### src/rtl/ball_x_ctrl_if.sv
// Signal bundle between the rally controller and the ball-X position stage / player inputs.
// master = controller side, slave = X stage and player input side.
interface ball_x_ctrl_if #(
    parameter int unsigned WIDTH = 16
);
    logic             go;
    logic [WIDTH-1:0] xpos;
    logic             hit_l;
    logic             hit_r;
    logic             step;
    logic             dir;
    logic             recentre;
    logic [3:0]       score_l;
    logic [3:0]       score_r;
    logic [1:0]       state;
    logic [1:0]       winner;
    logic             err;

    modport master (
        input  go, xpos, hit_l, hit_r,
        output step, dir, recentre, score_l, score_r, state, winner, err
    );

    modport slave (
        output go, xpos, hit_l, hit_r,
        input  step, dir, recentre, score_l, score_r, state, winner, err
    );
endinterface

### src/rtl/ball_x_ctrl.sv
// Rally controller for the one-hot ball-X stage: step pacing, edge bounce/miss resolution,
// scoring and serve/pause/game-over sequencing. All outputs are registered.
module ball_x_ctrl #(
    parameter int unsigned WIDTH     = 16,
    parameter int unsigned STEP_DIV  = 2_500_000,
    parameter int unsigned PAUSE_CYC = 50_000_000,
    parameter int unsigned SCORE_MAX = 9
) (
    input logic           clocke,
    input logic           SorR,
    ball_x_ctrl_if.master bus
);
    localparam int unsigned TickW  = $clog2(STEP_DIV);
    localparam int unsigned PauseW = (PAUSE_CYC > 1) ? $clog2(PAUSE_CYC) : 1;

    localparam logic [TickW-1:0]  TickLast  = TickW'(STEP_DIV - 1);
    localparam logic [PauseW-1:0] PauseLast = PauseW'(PAUSE_CYC - 1);
    localparam logic [3:0]        ScoreMax  = 4'(SCORE_MAX);

    typedef enum logic [1:0] {
        StIdle  = 2'b00,
        StPlay  = 2'b01,
        StPause = 2'b10,
        StOver  = 2'b11
    } state_e;

    state_e            state_q, state_d;
    logic              dir_q, dir_d;
    logic              step_q, step_d;
    logic              recentre_q, recentre_d;
    logic [3:0]        score_l_q, score_l_d;
    logic [3:0]        score_r_q, score_r_d;
    logic [1:0]        winner_q, winner_d;
    logic              err_q, err_d;
    logic [TickW-1:0]  tick_q, tick_d;
    logic [PauseW-1:0] pause_q, pause_d;
    logic              go_q;

    logic go_edge;
    logic xpos_onehot;
    logic at_left;
    logic at_right;

    assign go_edge     = bus.go & ~go_q;
    assign xpos_onehot = (bus.xpos != '0) && ((bus.xpos & (bus.xpos - WIDTH'(1))) == '0);
    assign at_left     = ~dir_q & bus.xpos[0];
    assign at_right    = dir_q & bus.xpos[WIDTH-1];

    always_comb begin
        state_d    = state_q;
        dir_d      = dir_q;
        step_d     = 1'b0;
        recentre_d = 1'b0;
        score_l_d  = score_l_q;
        score_r_d  = score_r_q;
        winner_d   = winner_q;
        err_d      = err_q;
        tick_d     = tick_q;
        pause_d    = pause_q;

        unique case (state_q)
            StIdle: begin
                tick_d  = '0;
                pause_d = '0;
                if (go_edge) begin
                    state_d = StPlay;
                end
            end

            StPlay: begin
                pause_d = '0;
                if (tick_q == TickLast) begin
                    tick_d = '0;
                    if (!xpos_onehot) begin
                        err_d      = 1'b1;
                        recentre_d = 1'b1;
                    end else if (at_left) begin
                        if (bus.hit_l) begin
                            // New direction and step land on the same edge for the X stage.
                            dir_d  = 1'b1;
                            step_d = 1'b1;
                        end else begin
                            if (score_r_q < ScoreMax) begin
                                score_r_d = score_r_q + 4'd1;
                            end
                            dir_d      = 1'b1;
                            recentre_d = 1'b1;
                            state_d    = StPause;
                        end
                    end else if (at_right) begin
                        if (bus.hit_r) begin
                            dir_d  = 1'b0;
                            step_d = 1'b1;
                        end else begin
                            if (score_l_q < ScoreMax) begin
                                score_l_d = score_l_q + 4'd1;
                            end
                            dir_d      = 1'b0;
                            recentre_d = 1'b1;
                            state_d    = StPause;
                        end
                    end else begin
                        step_d = 1'b1;
                    end
                end else begin
                    tick_d = tick_q + TickW'(1);
                end
            end

            StPause: begin
                tick_d = '0;
                if (pause_q == PauseLast) begin
                    pause_d = '0;
                    if (score_l_q == ScoreMax) begin
                        winner_d = 2'b01;
                        state_d  = StOver;
                    end else if (score_r_q == ScoreMax) begin
                        winner_d = 2'b10;
                        state_d  = StOver;
                    end else begin
                        state_d = StIdle;
                    end
                end else begin
                    pause_d = pause_q + PauseW'(1);
                end
            end

            StOver: begin
                tick_d  = '0;
                pause_d = '0;
            end

            default: begin
                state_d = StIdle;
            end
        endcase
    end

    // go_q resets high so a button held through reset does not count as a serve.
    always_ff @(posedge clocke) begin
        if (SorR) begin
            state_q    <= StIdle;
            dir_q      <= 1'b0;
            step_q     <= 1'b0;
            recentre_q <= 1'b0;
            score_l_q  <= 4'd0;
            score_r_q  <= 4'd0;
            winner_q   <= 2'b00;
            err_q      <= 1'b0;
            tick_q     <= '0;
            pause_q    <= '0;
            go_q       <= 1'b1;
        end else begin
            state_q    <= state_d;
            dir_q      <= dir_d;
            step_q     <= step_d;
            recentre_q <= recentre_d;
            score_l_q  <= score_l_d;
            score_r_q  <= score_r_d;
            winner_q   <= winner_d;
            err_q      <= err_d;
            tick_q     <= tick_d;
            pause_q    <= pause_d;
            go_q       <= bus.go;
        end
    end

    assign bus.step     = step_q;
    assign bus.dir      = dir_q;
    assign bus.recentre = recentre_q;
    assign bus.score_l  = score_l_q;
    assign bus.score_r  = score_r_q;
    assign bus.state    = state_q;
    assign bus.winner   = winner_q;
    assign bus.err      = err_q;
endmodule

### src/flat_wrapper.sv
// flat-port wrapper written by rule: the top's interface ports become plain ports
module ball_x_ctrl_flat 
#(
    parameter int unsigned WIDTH     = 16,
    parameter int unsigned STEP_DIV  = 2_500_000,
    parameter int unsigned PAUSE_CYC = 50_000_000,
    parameter int unsigned SCORE_MAX = 9
)
  (clocke, SorR, bus_go, bus_xpos, bus_hit_l, bus_hit_r, bus_step, bus_dir, bus_recentre, bus_score_l, bus_score_r, bus_state, bus_winner, bus_err);
  ball_x_ctrl_if #(.WIDTH(WIDTH)) bus_i ();
  input logic clocke;
  input logic SorR;
  input wire logic [$bits(bus_i.go)-1:0] bus_go;
  input wire logic [$bits(bus_i.xpos)-1:0] bus_xpos;
  input wire logic [$bits(bus_i.hit_l)-1:0] bus_hit_l;
  input wire logic [$bits(bus_i.hit_r)-1:0] bus_hit_r;
  output wire logic [$bits(bus_i.step)-1:0] bus_step;
  output wire logic [$bits(bus_i.dir)-1:0] bus_dir;
  output wire logic [$bits(bus_i.recentre)-1:0] bus_recentre;
  output wire logic [$bits(bus_i.score_l)-1:0] bus_score_l;
  output wire logic [$bits(bus_i.score_r)-1:0] bus_score_r;
  output wire logic [$bits(bus_i.state)-1:0] bus_state;
  output wire logic [$bits(bus_i.winner)-1:0] bus_winner;
  output wire logic [$bits(bus_i.err)-1:0] bus_err;
  assign bus_i.go = bus_go;
  assign bus_i.xpos = bus_xpos;
  assign bus_i.hit_l = bus_hit_l;
  assign bus_i.hit_r = bus_hit_r;
  assign bus_step = bus_i.step;
  assign bus_dir = bus_i.dir;
  assign bus_recentre = bus_i.recentre;
  assign bus_score_l = bus_i.score_l;
  assign bus_score_r = bus_i.score_r;
  assign bus_state = bus_i.state;
  assign bus_winner = bus_i.winner;
  assign bus_err = bus_i.err;
  ball_x_ctrl #(.WIDTH(WIDTH), .STEP_DIV(STEP_DIV), .PAUSE_CYC(PAUSE_CYC), .SCORE_MAX(SCORE_MAX)) u_core (.clocke(clocke), .SorR(SorR), .bus(bus_i));
endmodule
### config.mk
export PLATFORM = sky130hd
export DESIGN_NAME = ball_x_ctrl_flat
export DESIGN_NICKNAME = d
export VERILOG_FILES = /design/src/rtl/ball_x_ctrl_if.sv /design/src/rtl/ball_x_ctrl.sv /design/src/flat_wrapper.sv
export SDC_FILE = /design/constraint.sdc
export NUM_CORES = 1
export LEC_CHECK = 0
export CORE_AREA = 3 3 100 83
export CTS_CLUSTER_SIZE = 30
export DETAILED_ROUTE_END_ITERATION = 16
export DIE_AREA = 0 0 103 86
export SLEW_MARGIN = 0
export SYNTH_ARGS = -nofsm -noshare
export SYNTH_HDL_FRONTEND = slang
export SYNTH_SLANG_ARGS = --single-unit
### constraint.sdc
create_clock -name clocke -period 5.55 [get_ports clocke]
set_input_delay 1.665 -clock clocke [delete_from_list [all_inputs] [get_ports clocke]]
set_output_delay 1.665 -clock clocke [all_outputs]
set_load 0.01 [all_outputs]
==> results.txt, run 1 <==
layout cells sized above 1: 6.132%
cell with the most instances after synthesis: nor2_1
worst-skew pair later-pin latency: 0.34 ns
Layout Utilization: 53.42%
Total Wirelength: 6.876 mm
CTS tree: yes
post-synth top area share: 39.79%
GRT Resource Usage Total: 16.25%
H-tree depth: 3
Yosys cell types: 53
row count: 28
Power Internal: 0.0007946 W
io pins: 37
maximum fanout along the worst path: 6
Resized Gates After CTS: 0
# DRC: 0
Hold Fails Final Rpt: 0
vias in the first global route: 2537
top cells by count, synth: 66 x nor2_1, 65 x dfxtp_1, 30 x nand2_1, 29 x xor2_1, 20 x nand3_1
syn_nets: 415
Clock power frac: 43.6%
number of setup buffers added after CTS: 0
grt ovf: 0
core footprint: 0.007357 mm²
CTS Hold Bufs: 0
Root Buffer: clkbuf_8
Worst setup SP type: input pin
initial antenna violation count: 0
worst min-delay path startpoint: u_core.bus.err
drt initial violations: 157
Pwr Density: 266.8 mW/mm²
largest net degree at the start of global routing: 27
crit-path leading delay family: simple AND/OR/NAND/NOR gates
Final setup viols: 0
Crit path buffers/inverters: 1
VDD IR max: 150.3 µV
FF+latch count, synth: 65
CP Launch Point: bus_xpos[0]
crit path DAT: 4.61 ns
crit-path cells: clkdlybuf4s50_1 > or4_1 > maj3_1 > o31ai_1 > nand3_1 > or4_4 > o2bb2ai_1
Critical Path Slowest Stage Cell: or4_1
ys flop type: dfxtp_1
Initial Utilization: 44.46%
Final Max Slew Viols: 0
Seq pwr share: 46.1%
Post-synth EDFFs: 0
Yosys top cell by area: dfxtp_1
Mean Syn Cell Area: 8.562 µm²
post-layout min period: 4.345 ns
Setup Total Neg Slack: 0 ns
die area: 0.008858 mm²
power share of the combinational group: 10.3%
first-pass GRT wire length: 11.52 mm
RSZ-0062 raised after global routing: false
worst min path class: reg -> reg
wire per inst: 13.38 µm
critical path's largest stage delay: 0.66 ns
First-pass DRT Iterations: 4
Clock transition at path regs: 0.07 ns
vias per cell: 5.323
Leak: 1.322 nW
Cells after DPL: 498
fin cells: 514
GP Congestion: 0.7967
Post-Syn Area: 0.003271 mm²
die width: 103 µm
Seq/Total Area, Yosys: 39.79%
final period utilization: 78.28%
R2R Path Start: u_core.tick_q[5]
cts bufs inserted: 9
Synth area leaders: dfxtp_1 40%, xor2_1 7.8%, nor2_1 7.6%
Layout area overhead: 20.16%
# nets final: 452
clock sinks: 65
remaining antenna violation count: 0
outcome: complete, no violations
Yosys Warn Count: 0
ys async rst share: 0%
die extent in y: 86 µm
max_cap viols: 0
achievable frequency: 0.2302 GHz
Setup crit end kind: register
Net Sw Power: 0.0002540 W
sw frac: 24.22%
worst path required time: 5.82 ns
ant diodes: 0
Mapped Cells: 382
WS Path Type: in -> reg
Least-Margin Pin Slew: 0.9502 ns
port bufs: 36
Clock Skew: 0.009787 ns
slew margin rel.: 36.65%
via count: 2736
maximum clock insertion buffer count: 2
post-DP HPWL: 4.949 mm
-- layout by cell type (no fill, tap or decap), types with 7 or more instances in the layout --
master,count
inv_1,16
clkdlybuf4s50_1,36
xor2_1,29
a21oi_1,9
o21ai_0,8
nand4_1,12
nand2_1,30
nor2_1,66
and4_1,8
ha_1,12
dfxtp_1,65
xnor2_1,13
clkbuf_8,11
nor4_1,7
nand3_1,20
-- metal layers --
metal / share of wire [%] / vias to the layer above / track usage (%)
met4: 1.7 / 0 / 6.824
met1: 50 / 1272 / 21.23
met2: 44 / 53 / 24.46
li1: - / 1400 / -
met5: 0 / - / 0
met3: 5.3 / 11 / 5.447
-- tightest hold or removal path, cell delays in order (launching register included) --
cell and delay (ns):
dfxtp_1 0.31, inv_1 0.05, a21oi_1 0.05
-- metrics by stage --
stage               setup slack, ns  cell area, µm²  hold WS, ns  total power, W
detailed placement           0.8987            3701       0.4500       0.0006021
global route                  1.102            3930       0.4680        0.001100
CTS                           1.248            3930       0.4629        0.001066
floorplan                     1.625            3271       0.4261       0.0005627
global placement             0.9795            3701       0.4394       0.0006023
finish                        1.205            3930       0.4552        0.001049
-- area by class of cell --
cell class	instances	area [µm²]
Fill cell	674	3427
Multi-Input combinational cell	291	1867
Sequential cell	65	1301
Timing Repair Buffer	36	360.3
Clock buffer	11	151.4
Tap cell	90	112.6
Clock inverter	5	77.57
Inverter	16	60.06
-- flip-flops by register name, indices dropped and copies added, names as in the netlist --
name and count:
u_core.bus.score_r 4, u_core.bus.err 1, u_core.bus.score_l 4, u_core.bus.recentre 1, u_core.pause_q 26, u_core.bus.dir 1
u_core.tick_q 22, u_core.bus.winner 2, u_core.go_q 1, u_core.bus.step 1, u_core.bus.state 2
-- path summary, 6_finish.rpt --
path | cells past startpoint | slack, ns | end
hold / removal | 2 | 0.46 | u_core.bus.err
hold reg to reg | 2 | 0.46 | u_core.bus.err
setup reg to reg | 5 | 3.06 | u_core.bus.score_r[2]
setup / recovery | 7 | 1.21 | u_core.bus.score_l[3]
-- power groups by stage --
stage               Combinational, W  Clock, W  Sequential [W]
floorplan                  0.0000693         0        0.000493
global placement            0.000108         0        0.000494
detailed placement          0.000108         0        0.000494
CTS                         0.000109  0.000474        0.000483
global route                0.000121  0.000494        0.000485
finish                      0.000108  0.000457        0.000484
-- logic make-up after synthesis --
kind of cell             Yosys count  synth area share, %
AND/OR/NAND/NOR                  191                30.68
XOR/XNOR                          42                11.25
AO/OA/AOI/OAI                     37                7.728
buffers and inverters             26                3.137
adder cells (fa/ha/maj)           13                4.897
multiplexers                       8                2.525
flip-flops                        65                39.79
Note: power is estimated with default switching activity, not from simulation.
==> run 2, diff against run 1 <==
clock period = 4.49 ns   (was 5.55 ns; I/O delays follow)
==> run 2 against run 1 <==
Against the previous run: clock skew is 0.0029 ns higher; hold slack got worse by 0.0018 ns; non-clock buffer count is 1 higher; core utilization shrank 0.36 points; critical path type unchanged; critical endpoint is now u_core.bus.score_r[3]; largest cell class unchanged.
==> results.txt, run 2 (synthesized netlist as in run 1, its figures left out) <==
multi-input gate area in the final layout: 0.001867 mm² (unchanged)
first-pass GRT wire length: 11.82 mm (+2.6%)
post-layout min period: 3.962 ns
CTS Hold Bufs: 0 (unchanged)
Layout area overhead: 19.36%
worst min-delay path startpoint: u_core.bus.err
VDD IR max: 207.9 µV (+38%)
sw frac: 26.44% (+2.2 points)
RSZ-0062 raised after global routing: false
Clock Skew: 0.01267 ns (+0.002885 ns)
Resized Gates After CTS: 0 (unchanged)
GRT Resource Usage Total: 16.46% (+0.20 points)
worst-skew pair later-pin latency: 0.34 ns (about the same)
outcome: complete, no violations
cts bufs inserted: 9 (unchanged)
Root Buffer: clkbuf_8
R2R Path Start: u_core.tick_q[5]
Net Sw Power: 0.0003236 W (+27%)
Power Internal: 0.0009002 W (+13%)
port bufs: 36 (unchanged)
die width: 103 µm (unchanged)
register area: 0.001301 mm² (unchanged)
largest registers: u_core.pause_q x26, u_core.tick_q x22
worst min path class: reg -> reg
Largest register FFs: 26 (unchanged)
Initial Utilization: 44.46% (unchanged)
Least-Margin Pin Slew: 0.9564 ns (+0.006166 ns)
initial antenna violation count: 0 (unchanged)
Setup Total Neg Slack: 0 ns (unchanged)
layout cells sized above 1: 6.118% (-0.014 points)
row count: 28 (unchanged)
Layout Utilization: 53.06% (-0.36 points)
clock sinks: 65 (unchanged)
GP Congestion: 0.7875 (-1.2%)
post-DP HPWL: 5.043 mm (+1.9%)
Worst setup SP type: input pin
commonest non-fill, non-tap cell in the layout: nor2_1
die extent in y: 86 µm (unchanged)
H-tree depth: 3 (unchanged)
Final setup viols: 0 (unchanged)
worst path required time: 4.76 ns (-1.06 ns)
via count: 2722 (-0.51%)
core footprint: 0.007357 mm² (unchanged)
io pins: 37 (unchanged)
grt ovf: 0 (unchanged)
drt initial violations: 75 (-52%)
maximum clock insertion buffer count: 2 (unchanged)
Setup crit end kind: register
commonest cells after routing, fill and taps aside: 66 x nor2_1, 65 x dfxtp_1, 36 x clkdlybuf4s50_1, 30 x nand2_1, 29 x xor2_1
wire per inst: 13.22 µm (-1.2%)
WS Path Type: in -> reg
achievable frequency: 0.2524 GHz
remaining antenna violation count: 0 (unchanged)
Pwr Density: 313.5 mW/mm² (+17%)
Most flops, register: u_core.pause_q
final period utilization: 88.24%
power share of the combinational group: 11.0% (+0.7 points)
FILL cells: 718 (+6.5%)
# DRC: 0 (unchanged)
CTS tree: yes
maximum fanout along the worst path: 6 (unchanged)
Clock power frac: 40.1% (-3.5 points)
Leak: 1.304 nW (-1.3%)
max_cap viols: 0 (unchanged)
CP Launch Point: bus_xpos[0]
vias in the first global route: 2621 (+3.3%)
die area: 0.008858 mm² (unchanged)
Seq pwr share: 48.9% (+2.8 points)
slew margin rel.: 36.24% (-0.41 points)
# nets final: 453 (+0.22%)
Total Wirelength: 6.807 mm (-1.0%)
Final Max Slew Viols: 0 (unchanged)
Clock transition at path regs: 0.07 ns (about the same)
ant diodes: 0 (unchanged)
vias per cell: 5.285 (-0.70%)
Hold Fails Final Rpt: 0 (unchanged)
largest net degree at the start of global routing: 27 (unchanged)
First-pass DRT Iterations: 4 (unchanged)
Hold WS: 0.4534 ns (-0.001782 ns)
number of setup buffers added after CTS: 0 (unchanged)
crit path DAT: 4.23 ns (-0.38 ns)
==> run 2: cell types whose count changed in the layout (fill, tap and decap cells not counted) <==
cell	before	now
clkbuf_1	0	1
clkinv_4	0	1
clkinvlp_4	1	2
bufinv_16	2	1
clkbuf_8	11	9
clkinv_2	2	1
buf_4	0	1
inv_6	0	1
==> run 2: metal layers <==
layer | GRT usage, % | up-vias | part of all wire (%)
met3 | 5.366 | 7 | 5.6
met1 | 21.47 | 1255 | 50
met4 | 4.824 | 0 | 1.0
met2 | 25.92 | 49 | 43
met5 | 0 | - | 0
li1 | - | 1411 | -
==> run 2: critical path: stages <==
cell and delay [ns]:
clkdlybuf4s50_1 0.48, or4_1 0.66, maj3_1 0.40, o31ai_1 0.45
nand3_1 0.17, or4_4 0.56, o2bb2ai_1 0.16
==> run 2: worst paths after layout <==
path,to,slack (ns),depth (start not counted)
worst max-delay path,u_core.bus.score_r[3],0.53,7
worst min-delay path,u_core.bus.err,0.45,2
worst max register to register,u_core.bus.score_r[2],2.07,5
worst min register to register,u_core.bus.err,0.45,2
==> run 2: power groups by stage <==
stage	Clock [W]	Sequential, W	Combinational [W]
3_5_place_dp	0	0.000612	0.000136
3_3_place_gp	0	0.000611	0.000134
2_1_floorplan	0	0.000610	0.0000857
6_report	0.000490	0.000598	0.000135
5_1_grt	0.000536	0.000600	0.000150
4_1_cts	0.000508	0.000599	0.000136
==> run 2: through the flow <==
step	instance area [µm²]	worst slack [ns]	cells	power, W
5_1_grt	3904	0.3939	515	0.001286
3_5_place_dp	3709	0.1954	499	0.0007474
3_3_place_gp	3709	0.2427	499	0.0007452
2_1_floorplan	3271	0.8831	382	0.0006956
4_1_cts	3904	0.5484	515	0.001243
6_report	3904	0.5281	515	0.001224
==> run 2: cell type report <==
type                            instances  area share (%)
Sequential cell                        65           33.33
Timing Repair Buffer                   37           9.423
Clock buffer                           10           3.269
Clock inverter                          6           1.731
Inverter                               16           1.538
Multi-Input combinational cell        291           47.82
Tap cell                               90           2.885
==> run 3, diff against run 2 <==
CAP_MARGIN = 0   (was default)
HOLD_SLACK_MARGIN = 0.02   (was default)
==> results of run 3 <==
The final DEF is identical to that of run 2; final timing and power are the same.
